[src/rtl/face_box_overlay.sv]
// face_box_overlay: draws a solid-colour rectangular outline on an RGB565
// stream around the detector's bounding box. The box is latched at each
// frame start and drawn on the frame that follows it. A short coast window
// keeps the last box on screen when detection drops out. The stream passes
// through a two-stage pipeline, so data and syncs come out exactly 2 clk late.
//
// Handshake: per_frame_clken is a one-cycle pixel-valid strobe qualified by
// per_frame_href. There is no back-pressure; every strobe is consumed, and
// the post_* outputs replay the same strobe pattern 2 clk later.
module face_box_overlay #(
  parameter int          H_ACT       = 640,
  parameter int          V_ACT       = 480,
  parameter int          LINE_W      = 2,
  parameter logic [15:0] BOX_COLOR   = 16'hF800,
  parameter int          HOLD_FRAMES = 4
) (
  input  logic        clk,
  input  logic        rst_n,
  input  logic        per_frame_vsync,
  input  logic        per_frame_href,
  input  logic        per_frame_clken,
  input  logic [15:0] per_img_data,
  input  logic [11:0] x_min,
  input  logic [11:0] x_max,
  input  logic [11:0] y_min,
  input  logic [11:0] y_max,
  output logic        post_frame_vsync,
  output logic        post_frame_href,
  output logic        post_frame_clken,
  output logic [15:0] post_img_data,
  output logic        box_valid,
  output logic [1:0]  dbg_state
);

  typedef enum logic [1:0] {
    S_IDLE  = 2'd0,
    S_TRACK = 2'd1,
    S_COAST = 2'd2
  } state_t;

  localparam logic [11:0] H_LAST = 12'(H_ACT - 1);
  localparam logic [11:0] V_LAST = 12'(V_ACT - 1);
  localparam logic [11:0] H_LIM  = 12'(H_ACT);
  localparam logic [11:0] V_LIM  = 12'(V_ACT);
  localparam logic [12:0] LW13   = 13'(LINE_W);
  localparam logic [3:0]  HOLD4  = 4'(HOLD_FRAMES);

  // Stage-1 registers; vsync_s1_q also serves as the delayed vsync for fs.
  logic        vsync_s1_q, href_s1_q, clken_s1_q;
  logic [15:0] data_s1_q;
  logic        in_x_q, in_y_q, edge_x_q, edge_y_q, act_q;

  logic [11:0] cnt_x_q, cnt_x_d;
  logic [11:0] cnt_y_q, cnt_y_d;

  state_t      state_q, state_d;
  logic [3:0]  miss_q, miss_d;
  logic [11:0] bx0_q, bx0_d, bx1_q, bx1_d, by0_q, by0_d, by1_q, by1_d;

  logic fs;
  logic det_ok;
  logic in_x_d, in_y_d, edge_x_d, edge_y_d;
  logic border;

  assign fs     = per_frame_vsync & ~vsync_s1_q;
  assign det_ok = (x_min <= x_max) && (y_min <= y_max) &&
                  (x_max < H_LIM) && (y_max < V_LIM);

  assign box_valid = (state_q != S_IDLE);
  assign dbg_state = state_q;

  // Pixel position: cleared at frame start (which wins over a same-cycle
  // strobe), advanced once per strobe with line and frame wrap.
  always_comb begin
    cnt_x_d = cnt_x_q;
    cnt_y_d = cnt_y_q;
    if (fs) begin
      cnt_x_d = '0;
      cnt_y_d = '0;
    end else if (per_frame_clken) begin
      if (cnt_x_q == H_LAST) begin
        cnt_x_d = '0;
        cnt_y_d = (cnt_y_q == V_LAST) ? 12'd0 : cnt_y_q + 12'd1;
      end else begin
        cnt_x_d = cnt_x_q + 12'd1;
      end
    end
  end

  // Box tracker next state: only a frame start can move it, so the latched
  // box is stable for the whole frame being drawn.
  always_comb begin
    state_d = state_q;
    miss_d  = miss_q;
    bx0_d   = bx0_q;
    bx1_d   = bx1_q;
    by0_d   = by0_q;
    by1_d   = by1_q;
    if (fs) begin
      case (state_q)
        S_IDLE: begin
          if (det_ok) begin
            miss_d  = 4'd0;
            state_d = S_TRACK;
          end
        end
        S_TRACK: begin
          if (!det_ok) begin
            if (HOLD4 == 4'd0) begin
              state_d = S_IDLE;
            end else begin
              miss_d  = 4'd1;
              state_d = S_COAST;
            end
          end
        end
        S_COAST: begin
          if (det_ok) begin
            miss_d  = 4'd0;
            state_d = S_TRACK;
          end else if (miss_q == HOLD4) begin
            state_d = S_IDLE;
          end else begin
            miss_d = miss_q + 4'd1;
          end
        end
        default: state_d = S_IDLE;
      endcase
      if (det_ok) begin
        bx0_d = x_min;
        bx1_d = x_max;
        by0_d = y_min;
        by1_d = y_max;
      end
    end
  end

  // Border geometry for the pixel being presented; sums are 13 bit so the
  // thickness tests never wrap and never need a subtraction.
  always_comb begin
    in_x_d   = (cnt_x_q >= bx0_q) && (cnt_x_q <= bx1_q);
    in_y_d   = (cnt_y_q >= by0_q) && (cnt_y_q <= by1_q);
    edge_x_d = ({1'b0, cnt_x_q} < ({1'b0, bx0_q} + LW13)) ||
               (({1'b0, cnt_x_q} + LW13) > {1'b0, bx1_q});
    edge_y_d = ({1'b0, cnt_y_q} < ({1'b0, by0_q} + LW13)) ||
               (({1'b0, cnt_y_q} + LW13) > {1'b0, by1_q});
  end

  assign border = act_q & in_x_q & in_y_q & (edge_x_q | edge_y_q);

  // Counter and tracker state registers.
  always_ff @(posedge clk or negedge rst_n) begin
    if (!rst_n) begin
      cnt_x_q <= '0;
      cnt_y_q <= '0;
      state_q <= S_IDLE;
      miss_q  <= '0;
      bx0_q   <= '0;
      bx1_q   <= '0;
      by0_q   <= '0;
      by1_q   <= '0;
    end else begin
      cnt_x_q <= cnt_x_d;
      cnt_y_q <= cnt_y_d;
      state_q <= state_d;
      miss_q  <= miss_d;
      bx0_q   <= bx0_d;
      bx1_q   <= bx1_d;
      by0_q   <= by0_d;
      by1_q   <= by1_d;
    end
  end

  // Stage 1: register the stream and the compare results.
  always_ff @(posedge clk or negedge rst_n) begin
    if (!rst_n) begin
      vsync_s1_q <= 1'b0;
      href_s1_q  <= 1'b0;
      clken_s1_q <= 1'b0;
      data_s1_q  <= '0;
      in_x_q     <= 1'b0;
      in_y_q     <= 1'b0;
      edge_x_q   <= 1'b0;
      edge_y_q   <= 1'b0;
      act_q      <= 1'b0;
    end else begin
      vsync_s1_q <= per_frame_vsync;
      href_s1_q  <= per_frame_href;
      clken_s1_q <= per_frame_clken;
      data_s1_q  <= per_img_data;
      in_x_q     <= in_x_d;
      in_y_q     <= in_y_d;
      edge_x_q   <= edge_x_d;
      edge_y_q   <= edge_y_d;
      act_q      <= box_valid;
    end
  end

  // Stage 2: colour mux; blanked outside active lines.
  always_ff @(posedge clk or negedge rst_n) begin
    if (!rst_n) begin
      post_frame_vsync <= 1'b0;
      post_frame_href  <= 1'b0;
      post_frame_clken <= 1'b0;
      post_img_data    <= '0;
    end else begin
      post_frame_vsync <= vsync_s1_q;
      post_frame_href  <= href_s1_q;
      post_frame_clken <= clken_s1_q;
      post_img_data    <= !href_s1_q ? 16'h0000 :
                          (border ? BOX_COLOR : data_s1_q);
    end
  end

endmodule

[config.mk]
export PLATFORM = sky130hd
export DESIGN_NAME = face_box_overlay
export DESIGN_NICKNAME = d
export VERILOG_FILES = /design/src/rtl/face_box_overlay.sv
export SDC_FILE = /design/constraint.sdc
export NUM_CORES = 1
export LEC_CHECK = 0
export ABC_AREA = 1
export CORE_UTILIZATION = 25
export DETAILED_ROUTE_END_ITERATION = 7
export GPL_TIMING_DRIVEN = 0
export SYNTH_ARGS = -nofsm -noshare
export SYNTH_HDL_FRONTEND = slang
export SYNTH_SLANG_ARGS = --single-unit
[constraint.sdc]
create_clock -name clk -period 3.66 [get_ports clk]
set_input_delay 0.732 -clock clk [delete_from_list [all_inputs] [get_ports clk]]
set_output_delay 0.732 -clock clk [all_outputs]
set_load 0.005 [all_outputs]
# --- After elaboration in Yosys (flattened, before gate mapping) ---
# Cells that the tools add are included.
totals:
  ff_bits: 121
  inputBits: 69
  output_inout_bits: 22
  elab_cells: 90
op_classes:
  addsub: 7
  n_lt_le_gt_ge: 12
  eq_ne: 9
  n_mux: 19
  n_bitwise: 6
  n_reduce_logical: 16
op_table:
  columns: ["op", "n"]
  rows:
  - ["$mux 12", 7]
  - ["$add 12x2->13 const B", 4]
  - ["$le 12x12->1", 4]
  - ["$mux 16", 2]
  - ["$gt 13x12->1", 2]
  - ["$lt 12x13->1", 2]
  - ["$add 12x1->12 const B", 2]
  - ["$ge 12x12->1", 2]
  - ["$mux 4", 4]
  - ["$eq 12x10->1 const B", 1]
  - ["$eq 12x9->1 const B", 1]
  - ["$lt 12x10->1 const B", 1]
  - ["$lt 12x9->1 const B", 1]
  - ["$pmux 4 s3", 1]
  - ["$mux 2", 4]
  - ["$ne 3x3->1 const B", 2]
  - ["$pmux 2 s3", 1]
  - ["$reduce_bool 2->1", 3]
  - ["$logic_and 1x1->1", 5]
  - ["$reduce_and 5->1", 1]
  - ["$add 4x1->4 const B", 1]
  - ["$and 1x1->1", 4]
  - ["$eq 4x3->1 const B", 1]
  - ["$ne 2x2->1 const B", 2]
  - ["9 further kinds", 11]

# --- Longest topological paths before layout ---
logic_depth:
  word_depth: 6
  mapped_depth: 17
  mapped_depth_nobuf: 17

# --- Worst setup path before layout ---
# OpenSTA, ideal clock, no wires.
synth_timing:
  path_kind: "input-to-reg"
  start: "input x_max[11]"
  end: "register miss_q[0]"
  setup_time_ps: 116
  arrival_ps: 2095
  t_required_ps: 3544
  setup_slack_ps: 1449
  stages: 12
  n_path_buf: 0
  cell_sequence: "inv_1 ha_1 nand2_1 nor2_1 and2_1 nand4_1 nand2_2 nand3_4 a21oi_2 nand3_1 nand2_1 nand2_1"
synth_via:
  elab_chain_cells: 6
  word_cells_on_any_way: 11
  cone_classes: "2 x order compare; 3 x eq/ne; 2 x mux; 4 x reduce/logical"
synth_rtl:
  columns: ["element", "line_no", "rtl"]
  rows:
  - ["start, declared", "24", "input logic [11:0] x_max,"]
  - ["$le 12x12->1", "66", "assign det_ok = (x_min <= x_max) && (y_min <= y_max) &&"]
  - ["$logic_and 1x1->1", "66", null]
  - ["$logic_and 1x1->1 *", "66", null]
  - ["$logic_and 1x1->1 *", "67", "(x_max < H_LIM) && (y_max < V_LIM);"]
  - ["$ne 3x3->1 (no line) (tied with other cells)", null, null]
  - ["$reduce_and 5->1 (no line) or $pmux 4 s3 (tied branches)", null, null]
  - ["end signal, assigned", "166", "miss_q <= miss_d;"]
  - ["end, declared", "57", "logic [3:0] miss_q, miss_d;"]
# Mark *: on every way between the ends. The rest lies on a longest branch, timed or not.
# A chain may end at the register's enable or synchronous reset.

# --- Worst setup path in the final report ---
layout_timing:
  start: "input x_max[11]"
  end: "register bx0_q[0]"
layout_via:
  elab_chain_cells: 5
  word_cells_on_any_way: 6
  cone_classes: "2 x order compare; 4 x reduce/logical"
layout_rtl:
  columns: ["element", "line_no", "rtl"]
  rows:
  - ["$le 12x12->1", "66", null]
  - ["$logic_and 1x1->1", "66", null]
  - ["$logic_and 1x1->1 *", "66", null]
  - ["$logic_and 1x1->1 *", "67", null]
  - ["$reduce_and 2->1 (no line) *", null, null]
  - ["end signal, assigned", "158", "bx0_q <= '0;"]
  - ["end signal, assigned", "167", "bx0_q <= bx0_d;"]
  - ["end, declared", "58", "logic [11:0] bx0_q, bx0_d, bx1_q, bx1_d, by0_q, by0_d, by1_q, by1_d;"]
# Marked as above.

==> results.txt <==
distinct cell type count after synthesis - 40
clk sinks - 121
Worst VDD drop - 0.392 mV
met3 wire len - 857 um
DR DRC count - 0
Setup crit end kind - register
Critical Path RT - 4.00 ns
Setup WS post-layout - 0.965 ns
most frequent cells in the layout - nand2_1, inv_1, ha_1, dfrtp_1
Die Span X - 184 um
share of the synthesized area in the top cell type - 36.7%
Clock Skew - 0.0117 ns
Total GRT Usage - 13.1%
met2 wire length - 9.70 mm
Crit Path Category - input port to register
RSZ-0062 raised after global routing - false
largest net degree at the start of global routing - 86
antenna violations before repair - 0
Initial Utilization - 25.4%
Synth Area per Inst - 8.15 um^2
share of layout cells above drive strength 1 - 5.29%
Leak Pwr - 5.22 nW
Layout Nets - 1319
maxcap violations - 0
crit start category - input port
final critical-path required period - 2.69 ns
Cell Area, Synth - 8250 um^2
top layer used by detailed routing - met4
Cells after Synth - 1012
hold_buf cts - 0
Pre-Repair DR Iteration Count - 5
number of vias per cell - 4.46
Worst Tran Pin Value - 0.780 ns
GR Overflow Total - 0
DR iter-0 viols - 270
fmax - 371 MHz
Max-slew headroom - 47.9%
vias in the first global route - 7065
commonest register cell after synthesis - dfrtp_1
first-pass GRT wire length - 34.5 mm
port buffer count - 90
root buffer cell - clkbuf_16
final hold vios - 0
postcts setup bufs - 0
pre-CTS WS - 0.496 ns
most common cell after layout, fill and taps aside - nand2_1
Antenna Violating Nets Remaining - 0
warning count from the yosys run - 0
Max Buffers Root-to-Sink - 2
Core Footprint - 32500 um^2
Final Wtd Congestion - 0.862
DP HPWL - 16.5 mm
sequential element share of the synthesized area - 36.7%
P&R area growth vs syn - 26.1%
Hold Path Class - input port to asynchronous set/reset pin
syn nets - 1209
worst-skew pair later-pin latency - 0.43 ns
Worst EP arrival - 3.03 ns
fill count - 3422
Die Height - 184 um
CTS tree - built
Multi-input gate area - 4540 um^2
Slew Viols, Final - 0
fin util - 32.0%
Post-CTS Resized - 0
IO Count - 91
total CTS buffers - 17
H-tree Lvls - 4
register area - 3030 um^2
Synth area leader - dfrtp_1
Tcrit/Tclk final - 73.6%
clk slew on worst S/H paths - 0.06 ns
status - finished, final reports clean
Post-Route WL - 20.7 mm
Power, Total - 0.00509 W
final setup fails - 0
fraction of registers with async set/reset - 100%
Synth area leaders - dfrtp_1, ha_1, nand2_1
floorplan row count - 66
power per cell area - 490 nW/um^2
Ant. Diodes - 0
EDFF count, synth - 0
Die ar. - 33700 um^2
synthesized flop and latch total - 121
total vias in the final route - 7029
wire per inst - 13.1 um
CP max FO - 10
Met1 Routed Length - 9.74 mm
## routing by layer
metal | global-route usage (%) | vias to the layer above
li1 | - | 3573
met1 | 16.4 | 3293
met2 | 22.0 | 137
met3 | 2.54 | 26
met4 | 4.83 | 0
met5 | 0 | -
## final cells by class
class / instances / share of cell area, %
clock buffers: 17 / 4.09
well taps: 442 / 5.32
plain buffers: 11 / 0.469
inverters: 168 / 6.07
clock inverters: 15 / 2.32
flip-flops and latches: 121 / 29.1
multi-input cells: 712 / 43.7
repair buffers: 91 / 8.94
## power by group
| group | switching [W] | leakage [nW] | internal (W) |
|---|---|---|---|
| Clock | 0.000707 | 0.322 | 0.00123 |
| Sequential | 0.000169 | 1.46 | 0.00147 |
| Combinational | 0.000867 | 3.44 | 0.000650 |
## logic make-up after synthesis
kind of cell / share of synthesized area [%]
buffers and inverters: 8.24
DFF: 36.7
xor gates and xnor gates: 4.25
adders and majority gates: 19.4
and+or+nand+nor: 20.6
AOI/OAI and AO/OA: 10.8
## cells in the mapped netlist, drive strengths merged, types with 6 or more instances
master	instances
nand3	36
inv	167
nand2	190
a211oi	10
nand4	29
buf	6
a21oi	63
xnor2	6
nor3	23
dfrtp	121
ha	128
nor2	93
xor2	34
o21ai	67
## registers in the layout, indices dropped and copies added, names as in the netlist, 2 cells and up
register / cells
bx0_q: 12
bx1_q: 12
by0_q: 12
by1_q: 12
cnt_x_q: 12
cnt_y_q: 12
data_s1_q: 16
dbg_state: 2
miss_q: 4
post_img_data: 16
## path summary, 6_finish.rpt
path,start,endpoint,slack (ns),cells past startpoint
min,rst_n,clken_s1_q$_DFF_PN0_,0.20,1
min reg2reg,clken_s1_q$_DFF_PN0_,post_frame_clken$_DFF_PN0_,0.35,0
max reg2reg,cnt_y_q[2]$_DFFE_PN0P_,edge_y_q$_DFF_PN0_,1.02,16
max in group asynchronous,rst_n,by0_q[11]$_DFFE_PN0P_,2.72,2
min in group clk,clken_s1_q$_DFF_PN0_,post_frame_clken$_DFF_PN0_,0.35,0
max,x_max[11],bx0_q[0]$_DFFE_PN0P_,0.97,13
## metrics by stage
step	area, um^2	hold WS [ns]	setup TNS, ns	cells
final	10400	0.203	0	1577
after global routing	10400	0.222	0	1577
after CTS	10400	0.197	0	1577
after detailed placement	9730	0.338	0	1545
after global placement	9700	0.332	-385.77	1544
after floorplan	8250	0.331	0	1012
## worst max-delay path: stages
cell,delay [ns]
clkdlybuf4s50_1,0.48
inv_1,0.05
ha_1,0.28
nand2_1,0.07
nor2_1,0.23
and2_1,0.19
nand2_1,0.06
nand3_1,0.07
nand2_2,0.10
nand4_2,0.15
clkbuf_1,0.39
nand2_1,0.13
o21ai_0,0.11
No activity file was read; power rests on OpenSTA's default activity.
==> patch: new RTL, same flow settings <==
Reset style: synchronous (`rst_n`), changed in 3 clocked blocks.
--- a/src/rtl/face_box_overlay.sv
+++ b/src/rtl/face_box_overlay.sv
@@ -151,3 +151,3 @@
   // Counter and tracker state registers.
-  always_ff @(posedge clk or negedge rst_n) begin
+  always_ff @(posedge clk) begin
     if (!rst_n) begin
@@ -174,3 +174,3 @@
   // Stage 1: register the stream and the compare results.
-  always_ff @(posedge clk or negedge rst_n) begin
+  always_ff @(posedge clk) begin
     if (!rst_n) begin
@@ -199,3 +199,3 @@
   // Stage 2: colour mux; blanked outside active lines.
-  always_ff @(posedge clk or negedge rst_n) begin
+  always_ff @(posedge clk) begin
     if (!rst_n) begin
Check against the original RTL: differs if rst_n is asserted again (counterexample within 4 cycles, from zero or initial values and one cycle with rst_n low); with rst_n held inactive, the same outputs for 10 cycles.
==> patch against the unedited design <==
Fmax down 3.2%. Critical path type unchanged. Worst setup slack worse by 0.089 ns. Non-clock buffer count up 5. Sequential cell count unchanged. Wire length up 3.7%. Final area down 4.2%. Synthesized area down 3.1%. Global-route usage up 0.54 points.
Power is not compared: it rests on default switching activity, and its combinational part moved more than twofold at a synthesized area within 25%.
==> patch: results (changes against the unedited design) <==
Detailed routing
  • First-pass detailed-route iteration total: 5 (unchanged)
  • Final WL: 21500 µm (was 20700 µm)
  • Initial drt markers: 366 (was 270)
  • Via count: 7221 (was 7029)

Timing
  • Setup Skew: 0.0104 ns (was 0.0117 ns)
  • Slew @ Worst Pin: 0.676 ns (was 0.780 ns)

Global route
  • Vias in the first global route: 7091 (was 7065)
  • Global-route wire length before repair: 35300 µm (was 34500 µm)
  • GRT Overall Usage: 13.6% (was 13.1%)
  • Largest net degree at the start of global routing: 17 (was 86)

Synth
  • Compound-gate portion of the synthesized area: 13.5% (was 10.8%)
  • Syn_nets: 1277 (was 1209)
  • Adder-cell share of the synthesized area: 20.0% (was 19.4%)
  • Avg Synthesized Cell Area: 7.40 µm² (was 8.15 µm²)
  • Commonest cells post-synth: inv_1 (180), nand2_1 (162), ha_1 (128), dfxtp_1 (121), a21oi_1 (107) (was nand2_1 (185), inv_1 (165), ha_1 (128), dfrtp_1 (121), nor2_1 (89))
  • Post-synthesis mux area share: 0% (unchanged)
  • Xor and xnor fraction of the mapped netlist area: 4.05% (was 4.25%)
  • Async SR Flop Fraction: 0% (was 100%)
  • Seq/Total Area, Yosys: 30.3% (was 36.7%)
  • Synth cell types: 44 (was 40)
  • Largest cells by area after synthesis: dfxtp_1 (30%), ha_1 (20%), inv_1 (8.5%) (was dfrtp_1 (37%), ha_1 (19%), nand2_1 (8.4%))

Worst setup path
  • CP max stage cell: clkdlybuf4s50_1 (unchanged)
  • CP max stage delay: 0.56 ns (was 0.48 ns)
  • Largest delay share family, worst path: buffers and inverters (was simple AND/OR/NAND/NOR gates)

Cells and area
  • Repair and plain buffers: 107 (was 102)
  • Layout cell share with drive strength beyond 1: 5.92% (was 5.29%)
  • Non-clock inverter total of the final layout: 186 (was 168)
  • Filler instances: 3326 (was 3422)
  • Seq cells: 121 (unchanged)
  • Final net count: 1384 (was 1319)
  • Multi-Input Combinational: 754 (was 712)
  • Clock-cell share of area: 5.82% (was 6.42%)
  • Fin cells: 1602 (was 1577)
  • Area occupied by multi-input gates: 4780 µm² (was 4540 µm²)
  • FF+latch area: 2420 µm² (was 3030 µm²)
  • Buffer share of cell area: 9.79% (was 9.41%)

Placed design
  • HPWL after DPL: 17400 µm (was 16500 µm)
  • Port buffer count: 88 (was 90)
  • GP Congestion: 0.846 (was 0.862)

Hold path
  • Hold WC Path Type: reg -> reg (was in -> async)

Outcome
  • Status: complete, no violations (unchanged)
patch: power groups by stage:
| stage | clock network (µW) | registers, µW | logic, µW |
|---|---|---|---|
| finish | 1660 | 1350 | 285 |
| global route | 1760 | 1350 | 323 |
| CTS | 1690 | 1350 | 287 |
| detailed placement | 0 | 1380 | 285 |
| global placement | 0 | 1380 | 281 |
| floorplan | 0 | 1380 | 144 |
patch: per-layer routing:
layer,up-vias,wire length [µm],track usage (%)
met1,3257,9980,16.6
met4,0,413,4.65
li1,3799,-,-
met5,-,0,0
met3,35,740,2.72
met2,130,10400,23.6
patch: per-stage QoR:
| stage | hold WS [ns] | setup WS [ns] | power, µW | util (%) | instance area (µm²) |
|---|---|---|---|---|---|
| after CTS | 0.405 | 0.890 | 3330 | 31.6 | 9960 |
| after detailed placement | 0.398 | 0.445 | 1660 | 29.8 | 9380 |
| after global placement | 0.395 | 0.442 | 1660 | 29.8 | 9380 |
| after global routing | 0.417 | 0.704 | 3430 | 31.6 | 9960 |
| final | 0.405 | 0.877 | 3290 | 31.6 | 9960 |
| after floorplan | 0.390 | 1.45 | 1520 | - | 7990 |
patch: path summary, 6_finish.rpt:
check	from	slack, ns	cells after the start	endpoint
max reg2reg	cnt_y_q[4]$_SDFFE_PP0P_	1.04	12	edge_y_q$_SDFF_PN0_
min reg2reg	data_s1_q[4]$_SDFF_PN0_	0.41	2	post_img_data[4]$_SDFF_PP0_
min	data_s1_q[4]$_SDFF_PN0_	0.41	2	post_img_data[4]$_SDFF_PP0_
max	x_max[10]	0.88	12	by0_q[11]$_SDFFE_PN0P_
patch: tightest hold or removal path, cell delays in order (launching register included):
cell	delay (ns)
dfxtp_1	0.29
inv_1	0.04
nor2_1	0.03
